### src/rtl/fp_round_unit.sv
// IEEE-754 rounding stage: applies RNE/RTZ/RUP/RDN to a normalised fraction with GRS bits,
// propagates mantissa carry into the exponent and saturates on overflow. 2-stage valid/ready pipe.
module fp_round_unit #(
    parameter int unsigned MAN_W = 23,
    parameter int unsigned EXP_W = 8
) (
    input  logic             clk,
    input  logic             arst,
    input  logic             en,
    input  logic             in_valid,
    output logic             in_ready,
    input  logic             in_sign,
    input  logic [EXP_W-1:0] in_exp,
    input  logic [MAN_W+2:0] in_man,
    input  logic [1:0]       rnd_mode,
    output logic             out_valid,
    input  logic             out_ready,
    output logic             out_sign,
    output logic [EXP_W-1:0] out_exp,
    output logic [MAN_W-1:0] out_man,
    output logic             inexact,
    output logic             overflow
);

    localparam int unsigned SUM_W = MAN_W + 1;
    localparam logic [EXP_W-1:0] EMAX    = {EXP_W{1'b1}};
    localparam logic [EXP_W-1:0] EMAX_M1 = {{(EXP_W-1){1'b1}}, 1'b0};
    localparam logic [1:0] RNE = 2'b00;
    localparam logic [1:0] RTZ = 2'b01;
    localparam logic [1:0] RUP = 2'b10;
    localparam logic [1:0] RDN = 2'b11;

    logic adv1;
    logic adv2;

    // Stage 1 registers
    logic             s1_valid;
    logic             s1_sign;
    logic [EXP_W-1:0] s1_exp;
    logic [MAN_W-1:0] s1_frac;
    logic             s1_inc;
    logic             s1_ix;
    logic [1:0]       s1_mode;
    logic             s1_special;

    // Stage 1 combinational decode
    logic [MAN_W-1:0] frac_c;
    logic             g_c;
    logic             r_c;
    logic             s_c;
    logic             special_c;
    logic             ix_c;
    logic             inc_c;

    // Stage 2 combinational result
    logic [SUM_W-1:0] sum_c;
    logic [EXP_W-1:0] exp_inc_c;
    logic [EXP_W-1:0] nxt_exp_c;
    logic [MAN_W-1:0] nxt_man_c;
    logic             nxt_ix_c;
    logic             nxt_ovf_c;
    logic             to_inf_c;

    // Stage 2 only moves when its output slot is free; stage 1 when stage 2 takes its beat.
    assign adv2     = en & (~out_valid | out_ready);
    assign adv1     = en & (~s1_valid | adv2);
    assign in_ready = adv1;

    assign frac_c    = in_man[MAN_W+2:3];
    assign g_c       = in_man[2];
    assign r_c       = in_man[1];
    assign s_c       = in_man[0];
    assign special_c = (in_exp == EMAX);

    // Increment decision per rounding mode; Inf/NaN pass through untouched.
    always_comb begin
        ix_c  = g_c | r_c | s_c;
        inc_c = 1'b0;
        case (rnd_mode)
            RNE:     inc_c = g_c & (r_c | s_c | frac_c[0]);
            RTZ:     inc_c = 1'b0;
            RUP:     inc_c = ~in_sign & ix_c;
            RDN:     inc_c = in_sign & ix_c;
            default: inc_c = 1'b0;
        endcase
        if (special_c) begin
            inc_c = 1'b0;
            ix_c  = 1'b0;
        end
    end

    always_ff @(posedge clk or posedge arst) begin
        if (arst) begin
            s1_valid   <= 1'b0;
            s1_sign    <= 1'b0;
            s1_exp     <= '0;
            s1_frac    <= '0;
            s1_inc     <= 1'b0;
            s1_ix      <= 1'b0;
            s1_mode    <= 2'b00;
            s1_special <= 1'b0;
        end else if (adv1) begin
            s1_valid   <= in_valid;
            s1_sign    <= in_sign;
            s1_exp     <= in_exp;
            s1_frac    <= frac_c;
            s1_inc     <= inc_c;
            s1_ix      <= ix_c;
            s1_mode    <= rnd_mode;
            s1_special <= special_c;
        end
    end

    assign sum_c     = {1'b0, s1_frac} + SUM_W'(s1_inc);
    assign exp_inc_c = s1_exp + EXP_W'(1);

    // Mantissa carry bumps the exponent; reaching EMAX saturates to Inf or max finite by mode.
    always_comb begin
        nxt_exp_c = s1_exp;
        nxt_man_c = sum_c[MAN_W-1:0];
        nxt_ix_c  = s1_ix;
        nxt_ovf_c = 1'b0;
        to_inf_c  = 1'b0;
        if (s1_special) begin
            nxt_man_c = s1_frac;
            nxt_ix_c  = 1'b0;
        end else if (sum_c[MAN_W]) begin
            nxt_exp_c = exp_inc_c;
            nxt_man_c = '0;
            if (exp_inc_c == EMAX) begin
                nxt_ovf_c = 1'b1;
                case (s1_mode)
                    RNE:     to_inf_c = 1'b1;
                    RTZ:     to_inf_c = 1'b0;
                    RUP:     to_inf_c = ~s1_sign;
                    RDN:     to_inf_c = s1_sign;
                    default: to_inf_c = 1'b1;
                endcase
                if (!to_inf_c) begin
                    nxt_exp_c = EMAX_M1;
                    nxt_man_c = '1;
                end
            end
        end
    end

    always_ff @(posedge clk or posedge arst) begin
        if (arst) begin
            out_valid <= 1'b0;
            out_sign  <= 1'b0;
            out_exp   <= '0;
            out_man   <= '0;
            inexact   <= 1'b0;
            overflow  <= 1'b0;
        end else if (adv2) begin
            out_valid <= s1_valid;
            out_sign  <= s1_sign;
            out_exp   <= nxt_exp_c;
            out_man   <= nxt_man_c;
            inexact   <= nxt_ix_c;
            overflow  <= nxt_ovf_c;
        end
    end

endmodule
### config.mk
export PLATFORM = sky130hd
export DESIGN_NAME = fp_round_unit
export DESIGN_NICKNAME = d
export VERILOG_FILES = /design/src/rtl/fp_round_unit.sv
export SDC_FILE = /design/constraint.sdc
export NUM_CORES = 1
export LEC_CHECK = 0
export CORE_MARGIN = 5
export CORE_UTILIZATION = 56
export DETAILED_ROUTE_END_ITERATION = 6
export GPL_TIMING_DRIVEN = 0
export MAX_ROUTING_LAYER = met4
export PLACE_DENSITY_LB_ADDON = 0.15
export SLEW_MARGIN = 10
export SYNTH_ARGS = -nofsm -noshare
export SYNTH_HDL_FRONTEND = slang
export SYNTH_SLANG_ARGS = --single-unit
### constraint.sdc
create_clock -name clk -period 6.2 [get_ports clk]
set_input_delay 0.62 -clock clk [delete_from_list [all_inputs] [get_ports clk]]
set_output_delay 0.62 -clock clk [all_outputs]
set_load 0.01 [all_outputs]
==> run metrics, run 1 <==
status=completed; Post-synth EDFFs=0; fin util=roughly three quarters; H-tree depth=3; FF+latch count, synth=73; fmax=roughly 0.27 GHz; initial antenna violation count=0; Worst-Skew Late Latency=about 0.36 ns; IO Pins=78; GR Util All Layers=28.4%; CP endpoint kind=output pin; number of routed nets with antenna violations=0; Die Ht=93.9 microns; layout cells sized above 1=between 10% and 20%; total power=0.00146 W; Slew headroom=43.6%; Yosys warning total=0; Routability Congestion=0.942; commonest non-fill, non-tap cells in the layout=clkdlybuf4s50_1 (77), dfrtp_1 (73), nand2_1 (37); DR vias=between 3000 and 4000; die area=8820 sq um; DR DRC count=0; Max Clock Skew=between 0.01 and 0.015 ns; Final min period=3.64 ns; Data required, critical path=~5.6 ns; nature of the critical path startpoint=input pin; maximum buffer depth of the clock tree=2; Syn Area/Cell=roughly 10 sq um; Distinct cells, synth=70; CTS tree=done; Net count, final=518; post-synthesis instance total=383; TritonRoute pass-1 iters=6; port bufs=77; row cnt=30; area grow syn2layout=28.7%; critical path arrival=3.02 ns; HPWL Detailed=8240 microns; DRT iter0 DRCs=270; Starting Density=57.7%; WL final=~12000 microns; clock sink count=73; post-CTS sizing=0; Hold Path Class=flop to flop; Main synth FF type=dfrtp_1; Remaining Overflow, GRT=0; core area=6830 sq um; P per Cell Area=just under 300 nW/um^2; root buffer cell=clkbuf_8; worst vdd ir=0.187 mV; ant diodes=0; max_cap viols=0; Tcrit/Tclk final=58.8%; Final Hold Fails=0; most common cell after layout, fill and taps aside=clkdlybuf4s50_1; Post-Syn Area=3940 sq um; vias in the first global route=approximately 3600; Syn Nets=429; TNS Setup=0 ns; crit path kind=input pin to output pin; Die X=~94 microns; CP Max Fanout=10; Fillers=516; non-filler instance count after layout=572; Inst Count DP=557; Worst Tran Pin Value=0.840 ns; postcts setup bufs=0; Via density=6.31; Clk pin slew, worst setup/hold paths=0.08 ns; setup violators final=0; Avg WL per Cell=between 20 and 25 microns; RSZ-0062 raised after global routing=no; first-pass GRT wire length=~19000 microns; largest net degree at the start of global routing=42; CTS Buf Count=9; ys async rst share=100%; Pleak=1.96 nW; sequential-to-total area share from yosys stat=46.3%; CTS hold repair buffers=0; Max Slew Vio Count=0
-- worst paths after layout --
| kind | from | to | slack (ns) | depth (start not counted) |
|---|---|---|---|---|
| worst max-delay path | out_ready | in_ready | 2.56 | 6 |
| worst min-delay path | out_exp[1]$_DFFE_PP0P_ | out_exp[1]$_DFFE_PP0P_ | 0.49 | 2 |
| worst max register to register | out_valid$_DFFE_PP0P_ | out_man[20]$_DFFE_PP0P_ | 3.74 | 8 |
| worst min register to register | out_exp[1]$_DFFE_PP0P_ | out_exp[1]$_DFFE_PP0P_ | 0.49 | 2 |
| max in group asynchronous | arst | out_man[20]$_DFFE_PP0P_ | 5.02 | 3 |
| min in group asynchronous | arst | s1_sign$_DFFE_PP0P_ | 0.60 | 2 |
-- area by class of cell --
cell class,count,area [sq um],area share [%]
plain buffers,23,115,2.27
clock buffers,9,124,2.44
clock inverters,6,92.6,1.83
inverters,10,40.0,0.790
multi-input cells,277,1960,38.7
flip-flops and latches,73,1830,36.0
well taps,96,120,2.37
repair buffers,78,791,15.6
-- worst max-delay path, cell delays in order --
cell,delay [ns]
clkdlybuf4s50_1,0.45
nor2b_1,0.04
clkbuf_1,0.19
a21oi_1,0.60
clkbuf_1,0.48
clkdlybuf4s50_1,0.64
-- per-layer routing --
layer	part of all wire [%]	vias to the layer above	wire, microns	global-route usage, %
met4	1.9	0	223	8.42
met5	0	-	0	-
met2	47	220	5440	44.0
met3	8.7	23	1000	7.69
met1	42	1740	4860	36.6
li1	-	1628	-	-
-- registers in the layout, indices dropped and copies added (netlist names), 2 cells and up --
| register | count |
|---|---|
| out_exp | 8 |
| out_man | 23 |
| s1_mode | 2 |
| s1_exp | 8 |
| s1_frac | 23 |
-- cells by family (layout without fill, tap and decap cells) --
family                   count (synthesis)  in the layout  share of synthesized area, %
AO/OA/AOI/OAI                           97             97                          18.9
XOR/XNOR                                 7              7                          1.56
adder cells (fa/ha/maj)                  4              4                          1.27
buffers and inverters                   33            126                          3.87
flip-flops                              73             73                          46.3
multiplexers                            32             32                          9.14
AND/OR/NAND/NOR                        137            137                          19.0
-- cells in the mapped netlist, types with 2 or more instances --
cell type  number  share of area, %
buf_4           2              0.38
a31oi_1         4              0.63
o31ai_1         3              0.57
mux2_2         32               9.1
o21ai_1         3              0.38
a31o_2          2              0.44
a41oi_1         4              0.89
nand3_2         2              0.51
a211oi_1        2              0.38
nand4b_1        2              0.44
nor3_1         11               1.4
o211ai_1        2              0.38
buf_1           2              0.19
a21o_1          2              0.38
nor2b_1         2              0.32
nand3_1        15               1.9
a41oi_2         6               2.5
inv_1          10              0.95
xor2_1          2              0.44
xnor2_1         5               1.1
o21a_1          2              0.38
buf_2          11               1.4
and3_1          7               1.1
clkbuf_1        7              0.67
a21oi_1        19               2.4
o21bai_1        2              0.38
nand4_1         9               1.4
o21ai_0        18               2.3
ha_1            4               1.3
nor3b_1         2              0.38
or3_1           9               1.4
nor4_1          8               1.3
nand2_1        37               3.5
a311o_1         3              0.76
dfrtp_1        73                46
nor2_1         18               1.7
o311ai_1        4              0.89
o22ai_1         5              0.79
-- where the power goes --
group / total, W / switching, W / internal [W]
clock network: 0.000419 / 0.000193 / 0.000226
logic: 0.000408 / 0.000194 / 0.000214
registers: 0.000634 / 0.0000744 / 0.000559
total: 0.00146 / 0.000461 / 0.00100
-- metrics by stage --
stage	setup WS [ns]	area [sq um]	hold WS, ns
after floorplan	3.73	3940	0.457
after global placement	2.50	4830	0.461
after detailed placement	2.59	4850	0.472
after CTS	2.58	5070	0.492
after global routing	2.48	5070	0.513
final	2.56	5070	0.486
No activity file was read; power rests on OpenSTA's default activity.
==> run 2: changes to the inputs <==
- CORE_UTILIZATION: 56 -> 52
- clock period: 6.2 -> 3.6 ns (I/O delays scaled with it)
==> run 2 against run 1 <==
Against the previous run:
- combinational power up 71%
- cell area is 0.32% higher
- clock skew decreased by 0.0072 ns
- routed wire length decreased by 3.5%
- non-clock buffer count did not move
- clock power is 76% higher
- critical endpoint unchanged
==> run metrics, run 2 (same netlist as run 1, synthesis figures left out) <==
status=completed; largest net degree at the start of global routing=43 (+2.4%); critical path arrival=2.84 ns (-0.18 ns); nature of the critical path startpoint=flop; TritonRoute pass-1 iters=5 (-1); FF-to-FF setup slack=1.25 ns (-2.49 ns); Via density=6.27 (-0.72%); CP Max Fanout=10 (unchanged); TNS Setup=0 ns (unchanged); Clk pin slew, worst setup/hold paths=0.08 ns (about the same); Fillers=591 (+15%); slowest CP cell=clkdlybuf4s50_1; Avg WL per Cell=19.3 microns (-4.1%); Hold Path Class=input pin to asynchronous set/reset pin; WL final=11100 microns (-3.5%); Tcrit/Tclk final=a little under 90%; CTS hold repair buffers=0 (unchanged); slowest stage delay, CP=0.64 ns (about the same); Max Slew Vio Count=0 (unchanged); port bufs=77 (unchanged); Routability Congestion=0.964 (+2.3%); DR vias=3610 (-0.028%); commonest non-fill, non-tap cells in the layout=clkdlybuf4s50_1 (77), dfrtp_1 (73), nand2_1 (37); core area=7330 sq um (+7.3%); crit path kind=flop to output pin; Pleak=1.97 nW (+0.77%); CTS tree=done; IO Pins=78 (unchanged); H-tree depth=3 (unchanged); DRT iter0 DRCs=352 (+30%); most common cell after layout, fill and taps aside=clkdlybuf4s50_1; initial antenna violation count=0 (unchanged); CP most frequent cell=clkbuf_1; CTS Buf Count=9 (unchanged); Data required, critical path=3.24 ns (-2.34 ns); Starting Density=53.8% (-3.9 points); RSZ-0062 raised after global routing=no; worst vdd ir=0.321 mV (+72%); Worst Tran Pin Value=0.783 ns (-0.0571 ns); DR DRC count=0 (unchanged); area grow syn2layout=29.1%; postcts setup bufs=0 (unchanged); Remaining Overflow, GRT=0 (unchanged); total power=0.00253 W (+73%); layout cells sized above 1=18.4% (-0.039 points); vias in the first global route=3615 (unchanged); Final min period=3.20 ns; Max Clock Skew=0.00717 ns (-0.00724 ns); maximum buffer depth of the clock tree=2 (unchanged); Worst-Skew Late Latency=0.35 ns (about the same); Final Hold Fails=0 (unchanged); largest registers=out_man: 23 flops, s1_frac: 23 flops; post-CTS sizing=0 (unchanged); max_cap viols=0 (unchanged); clock sink count=73 (unchanged); Net count, final=518 (unchanged); Slew headroom=47.4% (+3.8 points); Die Ht=97.1 microns (+3.4%); row cnt=31 (+3.3%); largest delay contributor family on the critical path=buffers and inverters; fmax=0.312 GHz; setup violators final=0 (unchanged); GR Util All Layers=24.8% (-3.6 points); root buffer cell=clkbuf_8; P per Cell Area=497 nW/um^2 (+72%); buffer and inverter count on the worst path=3 (-1); worst path cell trace=nor2b_1 > clkbuf_1 > a21oi_1 > clkbuf_1 > clkdlybuf4s50_1; ant diodes=0 (unchanged); HPWL Detailed=8050 microns (-2.3%); CP endpoint kind=output pin; Die X=97.1 microns (+3.4%); die area=9420 sq um (+6.9%); number of routed nets with antenna violations=0 (unchanged); first-pass GRT wire length=18400 microns (-0.89%)
## run 2: cell types whose count changed in the layout (fill, tap and decap cells not counted)
cell,change
clkbuf_8,+2
clkinvlp_4,-2
clkinv_4,-1
clkbuf_1,+1
clkinv_2,+1
## run 2: final cells by class
| class | instances | area [sq um] | area share [%] |
|---|---|---|---|
| Clock inverter | 4 | 73.8 | 1.45 |
| Tap cell | 99 | 124 | 2.43 |
| Multi-Input combinational cell | 277 | 1960 | 38.6 |
| Timing Repair Buffer | 78 | 791 | 15.5 |
| Inverter | 10 | 40.0 | 0.787 |
| Buffer | 23 | 115 | 2.26 |
| Sequential cell | 73 | 1830 | 35.9 |
| Clock buffer | 12 | 155 | 3.05 |
## run 2: worst paths after layout
path                                                 to              startpoint  cells past startpoint
min in group clk                 out_exp[5]$_DFFE_PP0P_  out_exp[5]$_DFFE_PP0P_                      2
max in group asynchronous       s1_frac[15]$_DFFE_PP0P_                    arst                      3
worst min-delay path                  s1_ix$_DFFE_PP0P_                    arst                      2
worst min register to register   out_exp[5]$_DFFE_PP0P_  out_exp[5]$_DFFE_PP0P_                      2
worst max-delay path                           in_ready   out_valid$_DFFE_PP0P_                      5
worst max register to register  out_man[12]$_DFFE_PP0P_  s1_frac[0]$_DFFE_PP0P_                      7
## run 2: power by group
group | internal, W | total (W) | switching (W)
clock network | 0.000430 | 0.000739 | 0.000309
logic | 0.000368 | 0.000697 | 0.000329
registers | 0.000963 | 0.00109 | 0.000128
total | 0.00176 | 0.00253 | 0.000765
## run 2: stage by stage
step	cell area [sq um]	utilization, %	instances	setup slack [ns]	hold WS (ns)
after floorplan	3940	-	383	1.39	0.457
after global placement	4840	66.0	559	0.149	0.462
after detailed placement	4860	66.3	560	0.392	0.470
after CTS	5090	69.4	576	0.358	0.375
after global routing	5090	69.4	576	0.262	0.385
final	5090	69.4	576	0.397	0.353
## run 2: metal layers
metal / wire length [microns] / up-vias / GRT usage [%]
li1: - / 1622 / -
met1: 4730 / 1767 / 32.9
met2: 5220 / 192 / 37.4
met3: 895 / 29 / 5.67
met4: 292 / 0 / 8.86
met5: 0 / - / -
## run 2: worst reg2reg max path, stage by stage, from the launching register on
cell and delay, ns:
dfrtp_1 0.39, ha_1 0.21, nand3_1 0.16, or3_1 0.44
and4bb_2 0.29, buf_4 0.18, a21boi_4 0.39, o311ai_1 0.15
==> run 3: changes to the inputs <==
- GPL_ROUTABILITY_DRIVEN: default -> 0
==> run 3 against run 2 <==
Against the previous run:
- critical path depth stayed put
- count of clock-buffer cells in the layout stayed put
- largest cell class unchanged
- via count is 1.3% lower
==> run metrics, run 3 (same netlist as run 1, synthesis figures left out) <==
Worst Tran Pin Value=0.803 ns (+0.0198 ns); clock sink count=73 (unchanged); status=completed; IO Pins=78 (unchanged); TritonRoute pass-1 iters=5 (unchanged); Pleak=1.97 nW (-0.46%); clock share of power=27.8% (-1.4 points); internal power consumption=0.00171 W (-3.0%); critical path arrival=2.79 ns (-0.05 ns); Final Hold Fails=0 (unchanged); Slew headroom=46.1% (-1.3 points); Starting Density=53.8% (unchanged); Remaining Overflow, GRT=0 (unchanged); DR DRC count=0 (unchanged); first-pass GRT wire length=18000 microns (-2.4%); Max Clock Skew=0.00833 ns (+0.00116 ns); non-filler instance count after layout=576 (unchanged); share of total power in sequential cells=44.1% (+0.9 points); core area=7330 sq um (unchanged); area grow syn2layout=28.9%; Die Ht=97.1 microns (unchanged); max_cap viols=0 (unchanged); setup violators final=0 (unchanged); commonest non-fill, non-tap cells in the layout=clkdlybuf4s50_1 (77), dfrtp_1 (73), nand2_1 (37); DR vias=3564 (-1.3%); Sw Ratio=31.0% (+0.71 points); post-CTS sizing=0 (unchanged); CTS tree=done; worst vdd ir=0.321 mV (+0.10%); R2R cell count=6 (-1); CTS Buf Count=9 (unchanged); vias in the first global route=3502 (-3.1%); Clk pin slew, worst setup/hold paths=0.08 ns (about the same); Via density=6.19 (-1.3%); initial antenna violation count=0 (unchanged); Avg WL per Cell=19.2 microns (-0.49%); DRT iter0 DRCs=346 (-1.7%); GR Util All Layers=24.2% (-0.60 points); die area=9420 sq um (unchanged); Logic pwr share=28.1% (+0.5 points); port bufs=77 (unchanged); HPWL Detailed=7940 microns (-1.4%); number of routed nets with antenna violations=0 (unchanged); Worst-Skew Late Latency=0.35 ns (about the same); Max Slew Vio Count=0 (unchanged); maximum buffer depth of the clock tree=2 (unchanged); WL final=11100 microns (-0.49%); postcts setup bufs=0 (unchanged); TNS Setup=0 ns (unchanged); Inst Count DP=560 (unchanged); RSZ-0062 raised after global routing=no; Die X=97.1 microns (unchanged); most common cell after layout, fill and taps aside=clkdlybuf4s50_1; nature of the critical path startpoint=flop; Tcrit/Tclk final=87.5% (-1.5 points); largest registers=out_man: 23 flops, s1_frac: 23 flops; largest net degree at the start of global routing=57 (+33%); row cnt=31 (unchanged); Final min period=3.15 ns (-0.0525 ns); CTS hold repair buffers=0 (unchanged); Fillers=566 (-4.2%); H-tree depth=3 (unchanged); root buffer cell=clkbuf_8; ant diodes=0 (unchanged); total power=0.00248 W (-2.0%); P_sw=0.000768 W (+0.28%); P per Cell Area=487 nW/um^2 (-1.9%); hold_ws=0.293 ns (-0.0608 ns); Hold Path Class=input pin to asynchronous set/reset pin; Data required, critical path=3.24 ns (about the same); CP Max Fanout=10 (unchanged); Net count, final=518 (unchanged); layout cells sized above 1=18.7% (+0.21 points); crit path kind=flop to output pin; fmax=0.317 GHz (+1.7%); CP endpoint kind=output pin
==> run 3: cell count changes in the layout (fill, tap and decap cells not counted) <==
cell	previous run	this run
buf_16	0	1
clkbuf_8	11	12
clkbuf_1	8	7
buf_12	1	0
bufinv_16	2	1
clkinvlp_4	0	2
inv_6	1	0
==> run 3: final timing paths <==
| kind | startpoint | endpoint | slack, ns |
|---|---|---|---|
| max | out_valid$_DFFE_PP0P_ | in_ready | 0.45 |
| min | arst | s1_frac[21]$_DFFE_PP0P_ | 0.29 |
| max reg2reg | out_valid$_DFFE_PP0P_ | out_man[21]$_DFFE_PP0P_ | 1.19 |
| min reg2reg | out_exp[3]$_DFFE_PP0P_ | out_exp[3]$_DFFE_PP0P_ | 0.48 |
| max in group asynchronous | arst | out_man[19]$_DFFE_PP0P_ | 2.75 |
| min in group clk | out_exp[3]$_DFFE_PP0P_ | out_exp[3]$_DFFE_PP0P_ | 0.48 |
==> run 3: critical path: stages (launching register included) <==
cell and delay (ns):
dfrtp_1 0.40, nor2b_1 0.13, clkbuf_1 0.20, a21oi_1 0.56
clkbuf_1 0.50, clkdlybuf4s50_1 0.64
==> run 3: power groups by stage <==
stage	Sequential [W]	Combinational, W	Clock [W]
floorplan	0.00111	0.000336	0
global placement	0.00110	0.000672	0
detailed placement	0.00110	0.000694	0
CTS	0.00109	0.000698	0.000693
global route	0.00111	0.000758	0.000720
finish	0.00109	0.000696	0.000687
==> run 3: final cells by class <==
type / instances / area [sq um] / area share (%)
Inverter: 10 / 40.0 / 0.788
Sequential cell: 73 / 1830 / 36.0
Clock inverter: 4 / 50.0 / 0.985
Clock buffer: 12 / 165 / 3.25
Buffer: 23 / 115 / 2.27
Tap cell: 99 / 124 / 2.44
Timing Repair Buffer: 78 / 798 / 15.7
Multi-Input combinational cell: 277 / 1960 / 38.6
==> run 3: layer usage <==
layer	track usage [%]	routed length [microns]
met5	-	0
met4	7.78	191
met3	4.31	873
met2	37.8	5310
met1	32.1	4700
==> run 3: per-stage QoR <==
stage	utilization [%]	instance area, sq um	worst slack [ns]
6_report	69.3	5080	0.450
5_1_grt	69.3	5080	0.317
4_1_cts	69.3	5080	0.466
3_5_place_dp	66.4	4870	0.471
3_3_place_gp	66.0	4840	0.137
2_1_floorplan	-	3940	1.39
